===== config.mk =====
export PLATFORM = sky130hd
export DESIGN_NAME = dram_stream_writer
export DESIGN_NICKNAME = d
export VERILOG_FILES = /design/src/rtl/dram_stream_writer.sv
export SDC_FILE = /design/constraint.sdc
export NUM_CORES = 1
export LEC_CHECK = 0
export ABC_AREA = 1
export BUFFER_PORTS_ARGS = -buffer_cell sky130_fd_sc_hd__buf_2
export CAP_MARGIN = 25
export CORE_AREA = 4 4 134 136
export DETAILED_ROUTE_END_ITERATION = 10
export DIE_AREA = 0 0 138 140
export PLACE_DENSITY_LB_ADDON = 0.2
export SYNTH_ARGS = -nofsm -noshare
export SYNTH_HDL_FRONTEND = slang
export SYNTH_SLANG_ARGS = --single-unit
export TNS_END_PERCENT = 10

===== constraint.sdc =====
create_clock -name ACLK -period 1.7 [get_ports ACLK]
set_clock_uncertainty 0.1 [all_clocks]
set_input_delay 0.17 -clock ACLK [delete_from_list [all_inputs] [get_ports ACLK]]
set_output_delay 0.17 -clock ACLK [all_outputs]
set_load 0.03 [all_outputs]

===== src/rtl/dram_stream_writer.sv =====
// AXI3 write master: drains a 64-bit valid/ready stream into DRAM as 16-beat x 8-byte INCR bursts.
// Optional sticky BRESP error flag (ERR port) when DRAM_WRITER_BRESP_CHECK_EN is defined.
module dram_stream_writer #(
  parameter int unsigned MAX_OUTSTANDING = 8
) (
  input  logic        ACLK,
  input  logic        ARESETN,
  output logic [31:0] M_AXI_AWADDR,
  output logic        M_AXI_AWVALID,
  input  logic        M_AXI_AWREADY,
  output logic [3:0]  M_AXI_AWLEN,
  output logic [1:0]  M_AXI_AWSIZE,
  output logic [1:0]  M_AXI_AWBURST,
  output logic [63:0] M_AXI_WDATA,
  output logic [7:0]  M_AXI_WSTRB,
  output logic        M_AXI_WVALID,
  input  logic        M_AXI_WREADY,
  output logic        M_AXI_WLAST,
  input  logic        M_AXI_BVALID,
  output logic        M_AXI_BREADY,
  input  logic [1:0]  M_AXI_BRESP,
  input  logic        CONFIG_VALID,
  output logic        CONFIG_READY,
  input  logic [31:0] CONFIG_START_ADDR,
  input  logic [31:0] CONFIG_NBYTES,
  input  logic        DATA_VALID,
  output logic        DATA_READY,
  input  logic [63:0] DATA
`ifdef DRAM_WRITER_BRESP_CHECK_EN
  ,
  output logic        ERR
`endif
);

  localparam int unsigned ADDR_W = 32;
  localparam int unsigned CNT_W  = 25;
  localparam int unsigned BEAT_W = 4;
  localparam int unsigned OUT_W  = 4;
  localparam logic [ADDR_W-1:0] BURST_BYTES = ADDR_W'(128);
  localparam logic [BEAT_W-1:0] LAST_BEAT   = BEAT_W'(15);

  typedef enum logic {AW_IDLE = 1'b0, AW_ISSUE = 1'b1} aw_state_t;
  typedef enum logic {W_IDLE = 1'b0, W_RUN = 1'b1} w_state_t;

  aw_state_t         r_aw_state, w_aw_state_nxt;
  w_state_t          r_w_state, w_w_state_nxt;
  logic [ADDR_W-1:0] r_awaddr, w_awaddr_nxt;
  logic [CNT_W-1:0]  r_aw_cnt, w_aw_cnt_nxt;
  logic [CNT_W-1:0]  r_w_cnt, w_w_cnt_nxt;
  logic [BEAT_W-1:0] r_beat, w_beat_nxt;
  logic [OUT_W-1:0]  r_outstanding, w_outstanding_nxt;

  logic [CNT_W-1:0]  w_nbursts;
  logic              w_cfg_ready;
  logic              w_cfg_acc;
  logic              w_cfg_go;
  logic              w_awvalid;
  logic              w_aw_hs;
  logic              w_w_run;
  logic              w_w_hs;
  logic              w_last;
  logic              w_unused_ok;

  // Handshake qualifiers; only bursts of 128 B count, low byte-count bits dropped
  assign w_nbursts   = CONFIG_NBYTES[31:7];
  assign w_cfg_ready = (r_aw_state == AW_IDLE) && (r_w_state == W_IDLE) &&
                       (r_outstanding == OUT_W'(0));
  assign w_cfg_acc   = CONFIG_VALID && w_cfg_ready;
  assign w_cfg_go    = w_cfg_acc && (w_nbursts != CNT_W'(0));
  assign w_awvalid   = (r_aw_state == AW_ISSUE) &&
                       (r_outstanding < OUT_W'(MAX_OUTSTANDING));
  assign w_aw_hs     = w_awvalid && M_AXI_AWREADY;
  assign w_w_run     = (r_w_state == W_RUN);
  assign w_w_hs      = w_w_run && DATA_VALID && M_AXI_WREADY;
  assign w_last      = w_w_run && (r_beat == LAST_BEAT);

  // State register
  always_ff @(posedge ACLK) begin
    if (!ARESETN) begin
      r_aw_state    <= AW_IDLE;
      r_w_state     <= W_IDLE;
      r_awaddr      <= '0;
      r_aw_cnt      <= '0;
      r_w_cnt       <= '0;
      r_beat        <= '0;
      r_outstanding <= '0;
    end else begin
      r_aw_state    <= w_aw_state_nxt;
      r_w_state     <= w_w_state_nxt;
      r_awaddr      <= w_awaddr_nxt;
      r_aw_cnt      <= w_aw_cnt_nxt;
      r_w_cnt       <= w_w_cnt_nxt;
      r_beat        <= w_beat_nxt;
      r_outstanding <= w_outstanding_nxt;
    end
  end

  // Next-state logic for the AW and W channel FSMs and the outstanding-burst counter
  always_comb begin
    w_aw_state_nxt    = r_aw_state;
    w_w_state_nxt     = r_w_state;
    w_awaddr_nxt      = r_awaddr;
    w_aw_cnt_nxt      = r_aw_cnt;
    w_w_cnt_nxt       = r_w_cnt;
    w_beat_nxt        = r_beat;
    w_outstanding_nxt = r_outstanding;

    case (r_aw_state)
      AW_IDLE: begin
        if (w_cfg_go) begin
          w_aw_state_nxt = AW_ISSUE;
          w_awaddr_nxt   = CONFIG_START_ADDR;
          w_aw_cnt_nxt   = w_nbursts;
        end
      end
      AW_ISSUE: begin
        if (w_aw_hs) begin
          w_awaddr_nxt = r_awaddr + BURST_BYTES;
          w_aw_cnt_nxt = r_aw_cnt - CNT_W'(1);
          if (r_aw_cnt == CNT_W'(1)) w_aw_state_nxt = AW_IDLE;
        end
      end
      default: w_aw_state_nxt = AW_IDLE;
    endcase

    case (r_w_state)
      W_IDLE: begin
        if (w_cfg_go) begin
          w_w_state_nxt = W_RUN;
          w_w_cnt_nxt   = w_nbursts;
          w_beat_nxt    = '0;
        end
      end
      W_RUN: begin
        if (w_w_hs) begin
          w_beat_nxt = r_beat + BEAT_W'(1);
          if (r_beat == LAST_BEAT) begin
            w_w_cnt_nxt = r_w_cnt - CNT_W'(1);
            if (r_w_cnt == CNT_W'(1)) w_w_state_nxt = W_IDLE;
          end
        end
      end
      default: w_w_state_nxt = W_IDLE;
    endcase

    // A B with nothing in flight (e.g. stale after reset) must not wrap the counter
    if (w_aw_hs && !M_AXI_BVALID) begin
      w_outstanding_nxt = r_outstanding + OUT_W'(1);
    end else if (!w_aw_hs && M_AXI_BVALID && (r_outstanding != OUT_W'(0))) begin
      w_outstanding_nxt = r_outstanding - OUT_W'(1);
    end
  end

`ifdef DRAM_WRITER_BRESP_CHECK_EN
  logic r_err, w_err_nxt;

  // Sticky slave-error flag, cleared on every accepted config
  always_ff @(posedge ACLK) begin
    if (!ARESETN) r_err <= 1'b0;
    else          r_err <= w_err_nxt;
  end

  always_comb begin
    w_err_nxt = r_err;
    if (w_cfg_acc) w_err_nxt = 1'b0;
    if (M_AXI_BVALID && (M_AXI_BRESP != 2'b00)) w_err_nxt = 1'b1;
  end

  assign ERR         = r_err;
  assign w_unused_ok = ^CONFIG_NBYTES[6:0];
`else
  assign w_unused_ok = ^{M_AXI_BRESP, CONFIG_NBYTES[6:0]};
`endif

  assign M_AXI_AWADDR  = r_awaddr;
  assign M_AXI_AWVALID = w_awvalid;
  assign M_AXI_AWLEN   = 4'b1111;
  assign M_AXI_AWSIZE  = 2'b11;
  assign M_AXI_AWBURST = 2'b01;
  assign M_AXI_WDATA   = DATA;
  assign M_AXI_WSTRB   = 8'hFF;
  assign M_AXI_WVALID  = w_w_run && DATA_VALID;
  assign M_AXI_WLAST   = w_last;
  assign M_AXI_BREADY  = 1'b1;
  assign CONFIG_READY  = w_cfg_ready;
  assign DATA_READY    = w_w_run && M_AXI_WREADY;

endmodule


==> tab_implementation.tex <==
\begin{tabular}{lr}
\hline
Metric & Value \\
\hline
\multicolumn{2}{l}{\textbf{Clocking}} \\
H-tree levels & 3 \\
Clock Root Buffer & sky130\_fd\_sc\_hd\_\_clkbuf\_16 \\
Clk slew on worst S/H paths & 70 ps \\
Clock tree sinks & 92 \\
CTS buffer count & 9 \\
Clock tree from TritonCTS & done \\
CTS Buffer Depth & 2 \\
Skew-Pair Late Insertion Delay & 350 ps \\
\multicolumn{2}{l}{\textbf{Global routing}} \\
Vias in the first global route & 6454 \\
Maximum number of pins on one net before global-route repair & 50 \\
Antenna violations before repair & 1 \\
Total gr overflow & 0 \\
GR Layer Usage met1 & 27.0\% \\
Met2 capacity usage during global routing & 32.8\% \\
Busiest metal layer after global routing & met2 \\
Wire length of the first global-routing pass & 32.5 mm \\
Fraction of met3 tracks used by global routing & 4.54\% \\
Global-route usage over all layers & 20.2\% \\
\multicolumn{2}{l}{\textbf{Critical path}} \\
Maximum fanout along the worst path & 4 \\
Highest-delay cell along the critical path & sky130\_fd\_sc\_hd\_\_dfxtp\_4 \\
Kind of capture point of the worst setup path & register \\
Category of the worst setup path launch point & register \\
CP required & 1880 ps \\
Cell occurring most often along the worst timing path & sky130\_fd\_sc\_hd\_\_inv\_4 \\
Type of the worst setup path & reg -> reg \\
Maximum single-stage delay on the critical path & 370 ps \\
Kind of cell adding the most delay to the critical path & compound AO/OA/AOI/OAI gates \\
Reg2Reg Depth & 10 \\
Internal reg-to-reg setup slack & 5 ps \\
Endpoint arrival time on the critical path & 1870 ps \\
Cell-by-cell listing of the critical path & inv\_4, nor2\_4, nand2\_4, inv\_4, nand2\_8, ha\_4, nand2\_2, o211ai\_1, o21ai\_1, a21oi\_1 \\
Worst reg2reg startpoint & r\_aw\_state \\
End of the worst register-to-register path & r\_outstanding[3] \\
Critical path buffers and inverters & 2 \\
\multicolumn{2}{l}{\textbf{Yosys}} \\
Ys flop type & sky130\_fd\_sc\_hd\_\_dfxtp\_1 \\
Cell taking the most area after synthesis & sky130\_fd\_sc\_hd\_\_dfxtp\_1 \\
Top cell type's share of synthesized area & 26.1\% \\
Proportion of synthesized chip area in sequential cells & 26.1\% \\
Yosys warning total & 0 \\
Number of distinct library cells after synthesis & 43 \\
Most numerous cell in the Yosys netlist & sky130\_fd\_sc\_hd\_\_nand2\_1 \\
Flops \& latches, synth & 92 \\
Cell count after synthesis & 1158 \\
Ranking of synthesized cells by instance count & 294 x sky130\_fd\_sc\_hd\_\_nand2\_1, 212 x sky130\_fd\_sc\_hd\_\_nor2\_1, 96 x sky130\_fd\_sc\_hd\_\_nand3\_1, 92 x sky130\_fd\_sc\_hd\_\_dfxtp\_1, 88 x sky130\_fd\_sc\_hd\_\_inv\_1 \\
Mapped Avg Cell Area & 6.09 um2 \\
Count of flip-flops with a built-in enable after synthesis & 0 \\
Netlist area before placement & 0.00706 mm2 \\
Area contributors post-synth & sky130\_fd\_sc\_hd\_\_dfxtp\_1 26\%, sky130\_fd\_sc\_hd\_\_nand2\_1 16\%, sky130\_fd\_sc\_hd\_\_nor2\_1 11\%, sky130\_fd\_sc\_hd\_\_buf\_4 9.3\%, sky130\_fd\_sc\_hd\_\_nand3\_1 6.8\% \\
Async set-or-reset flop fraction in the synthesized netlist & 0\% \\
\multicolumn{2}{l}{\textbf{Routing}} \\
DRC errors left & 0 \\
Final wirelength & 20.0 mm \\
Detailed Routing Iterations Pass 1 & 4 \\
Antenna viol nets, final & 0 \\
Post-detailed-route wirelength per cell & 13.5 um \\
Via density & 4.85 \\
DRT iter0 DRCs & 422 \\
Routed vias & 7163 \\
\multicolumn{2}{l}{\textbf{Timing}} \\
Clock period minus worst slack & 1700 ps \\
Final number of hold-violating endpoints & 0 \\
Unrepaired setup endpoints after global routing & true \\
F\_max & 590 MHz \\
Finish-stage setup viols & 0 \\
Tcrit/Tclk final & 99.7\% \\
Final Slew Violations & 0 \\
\multicolumn{2}{l}{\textbf{Power}} \\
Total chip power & 17100 uW \\
Total leakage power & 0.00378 uW \\
Maximum vdd drop & 0.000991 V \\
Total power divided by cell area & 2070 mW/mm2 \\
\multicolumn{2}{l}{\textbf{Run}} \\
Max Cap Violations & 0 \\
\multicolumn{2}{l}{\textbf{Status}} \\
Result of the run & completed \\
\multicolumn{2}{l}{\textbf{Cells and area}} \\
Area growth, synth to finish & 17.2\% \\
Share of post-route cells with drive strength above 1 & 22.5\% \\
Final cell area excluding filler cells & 0.00827 mm2 \\
Antenna cells & 0 \\
Final Instance Count excl. Fillers & 1477 \\
Net count reported at finish & 1393 \\
\multicolumn{2}{l}{\textbf{Placed design}} \\
Global placer's final weighted congestion & 0.897 \\
Number of input and output port buffers inserted & 100 \\
Cell count after placement & 1448 \\
Placed instance area & 0.00772 mm2 \\
Detailed Place HPWL & 14.7 mm \\
\multicolumn{2}{l}{\textbf{Hold path}} \\
Hold endpoint & M\_AXI\_AWADDR[23] \\
Path class of the lowest-slack min-delay path & in -> reg \\
Critical hold path startpoint & CONFIG\_START\_ADDR[23] \\
Hold depth & 5 \\
\multicolumn{2}{l}{\textbf{Floorplanning}} \\
Core Footprint & 0.0169 mm2 \\
I/O pin count & 255 \\
Number of placement rows & 48 \\
Die H & 140 um \\
Die area & 0.0193 mm2 \\
Die X & 138 um \\
Starting density of the core & 41.7\% \\
\hline
\end{tabular}
[kinds of logic (layout without fill, tap and decap cells)]
kind of cell,count (synthesis),after routing,share of synthesized area (%)
XOR/XNOR,17,17,2.11
buffers and inverters,216,295,17.2
AO/OA/AOI/OAI,150,150,11.8
flip-flops,92,92,26.1
adder cells (fa/ha/maj),9,9,1.70
AND/OR/NAND/NOR,671,671,40.9
other,2,17,0.106
multiplexers,1,1,0.142
[repair_timing]
item	CTS	global route
buffers inserted	0	6
endpoints found under the hold margin	7	0
hold buffers	7	0
resized for setup	6	39
setup endpoints to repair	3	44
pin swaps	1	9
[placed cells by master (no fill, tap or decap), types with 10 or more instances in the layout]
master,synthesis,routed
sky130_fd_sc_hd__nand2_1,294,291
sky130_fd_sc_hd__conb_1,2,17
sky130_fd_sc_hd__nor2_1,212,205
sky130_fd_sc_hd__nand4_1,17,17
sky130_fd_sc_hd__xor2_1,11,11
sky130_fd_sc_hd__a21oi_1,44,44
sky130_fd_sc_hd__or2_2,13,13
sky130_fd_sc_hd__o21ai_0,74,72
sky130_fd_sc_hd__dfxtp_1,92,82
sky130_fd_sc_hd__buf_4,87,73
sky130_fd_sc_hd__o21ai_1,8,10
sky130_fd_sc_hd__buf_2,8,98
sky130_fd_sc_hd__inv_1,88,84
sky130_fd_sc_hd__nor2_2,7,12
sky130_fd_sc_hd__a21oi_2,14,14
sky130_fd_sc_hd__nand3_1,96,95
[routing by layer]
| metal | vias to the layer above | wire length [um] |
|---|---|---|
| li1 | 3761 | - |
| met1 | 3189 | 9390 |
| met2 | 184 | 9160 |
| met3 | 27 | 1050 |
| met4 | 2 | 362 |
| met5 | - | 12 |
[power breakdown]
part           internal, uW  switching [uW]
Clock                  1140             917
Sequential             3000             946
Combinational          4320            6820
Total                  8450            8690
[metrics by stage]
step                util, %  TNS [ps]  hold slack [ps]  worst slack, ps
finish                 48.8         0             29.0             4.56
global route           48.8      -460             56.3             -113
CTS                    47.8     -24.6             25.3            -24.6
detailed placement     45.6         0              240             5.88
global placement       45.6         0              240             18.9
floorplan                 -      -576              215             -125
[state kept, by name, summed over array words and instances, names as in the netlist]
signal	cells
r_beat	4
r_aw_cnt	25
r_aw_state	1
r_outstanding	4
r_w_state	1
r_w_cnt	25
M_AXI_AWADDR	32
[cell type report]
| type | count | area, um2 |
|---|---|---|
| sequential | 92 | 1860 |
| inverter | 92 | 358 |
| clock buffer | 10 | 229 |
| clock inverter | 6 | 65.1 |
| timing repair buffer | 187 | 1300 |
| tap | 225 | 282 |
| multi-input combinational | 865 | 4180 |
| fill | 1820 | 8670 |
[worst register-to-register path, stage by stage (launching register included)]
cell and delay [ps]:
sky130_fd_sc_hd__dfxtp_4 370, sky130_fd_sc_hd__inv_4 40, sky130_fd_sc_hd__nor2_4 100, sky130_fd_sc_hd__nand2_4 70
sky130_fd_sc_hd__inv_4 80, sky130_fd_sc_hd__nand2_8 70, sky130_fd_sc_hd__ha_4 290, sky130_fd_sc_hd__nand2_2 40
sky130_fd_sc_hd__o211ai_1 220, sky130_fd_sc_hd__o21ai_1 100, sky130_fd_sc_hd__a21oi_1 130
[worst max-delay path by stage]
stage          cells past startpoint              start                to  slack (ps)
5_1_grt                           10         r_aw_state  r_outstanding[3]        -110
3_5_place_dp                      11  CONFIG_NBYTES[30]       r_w_cnt[21]           6
6_report                          10         r_aw_state  r_outstanding[3]           5
3_3_place_gp                      10  CONFIG_NBYTES[23]         r_beat[0]          20
2_1_floorplan                     11         r_aw_state  r_outstanding[3]        -120
4_1_cts                           10         r_aw_state  r_outstanding[3]         -20
Note: power is estimated with default switching activity, not from simulation.
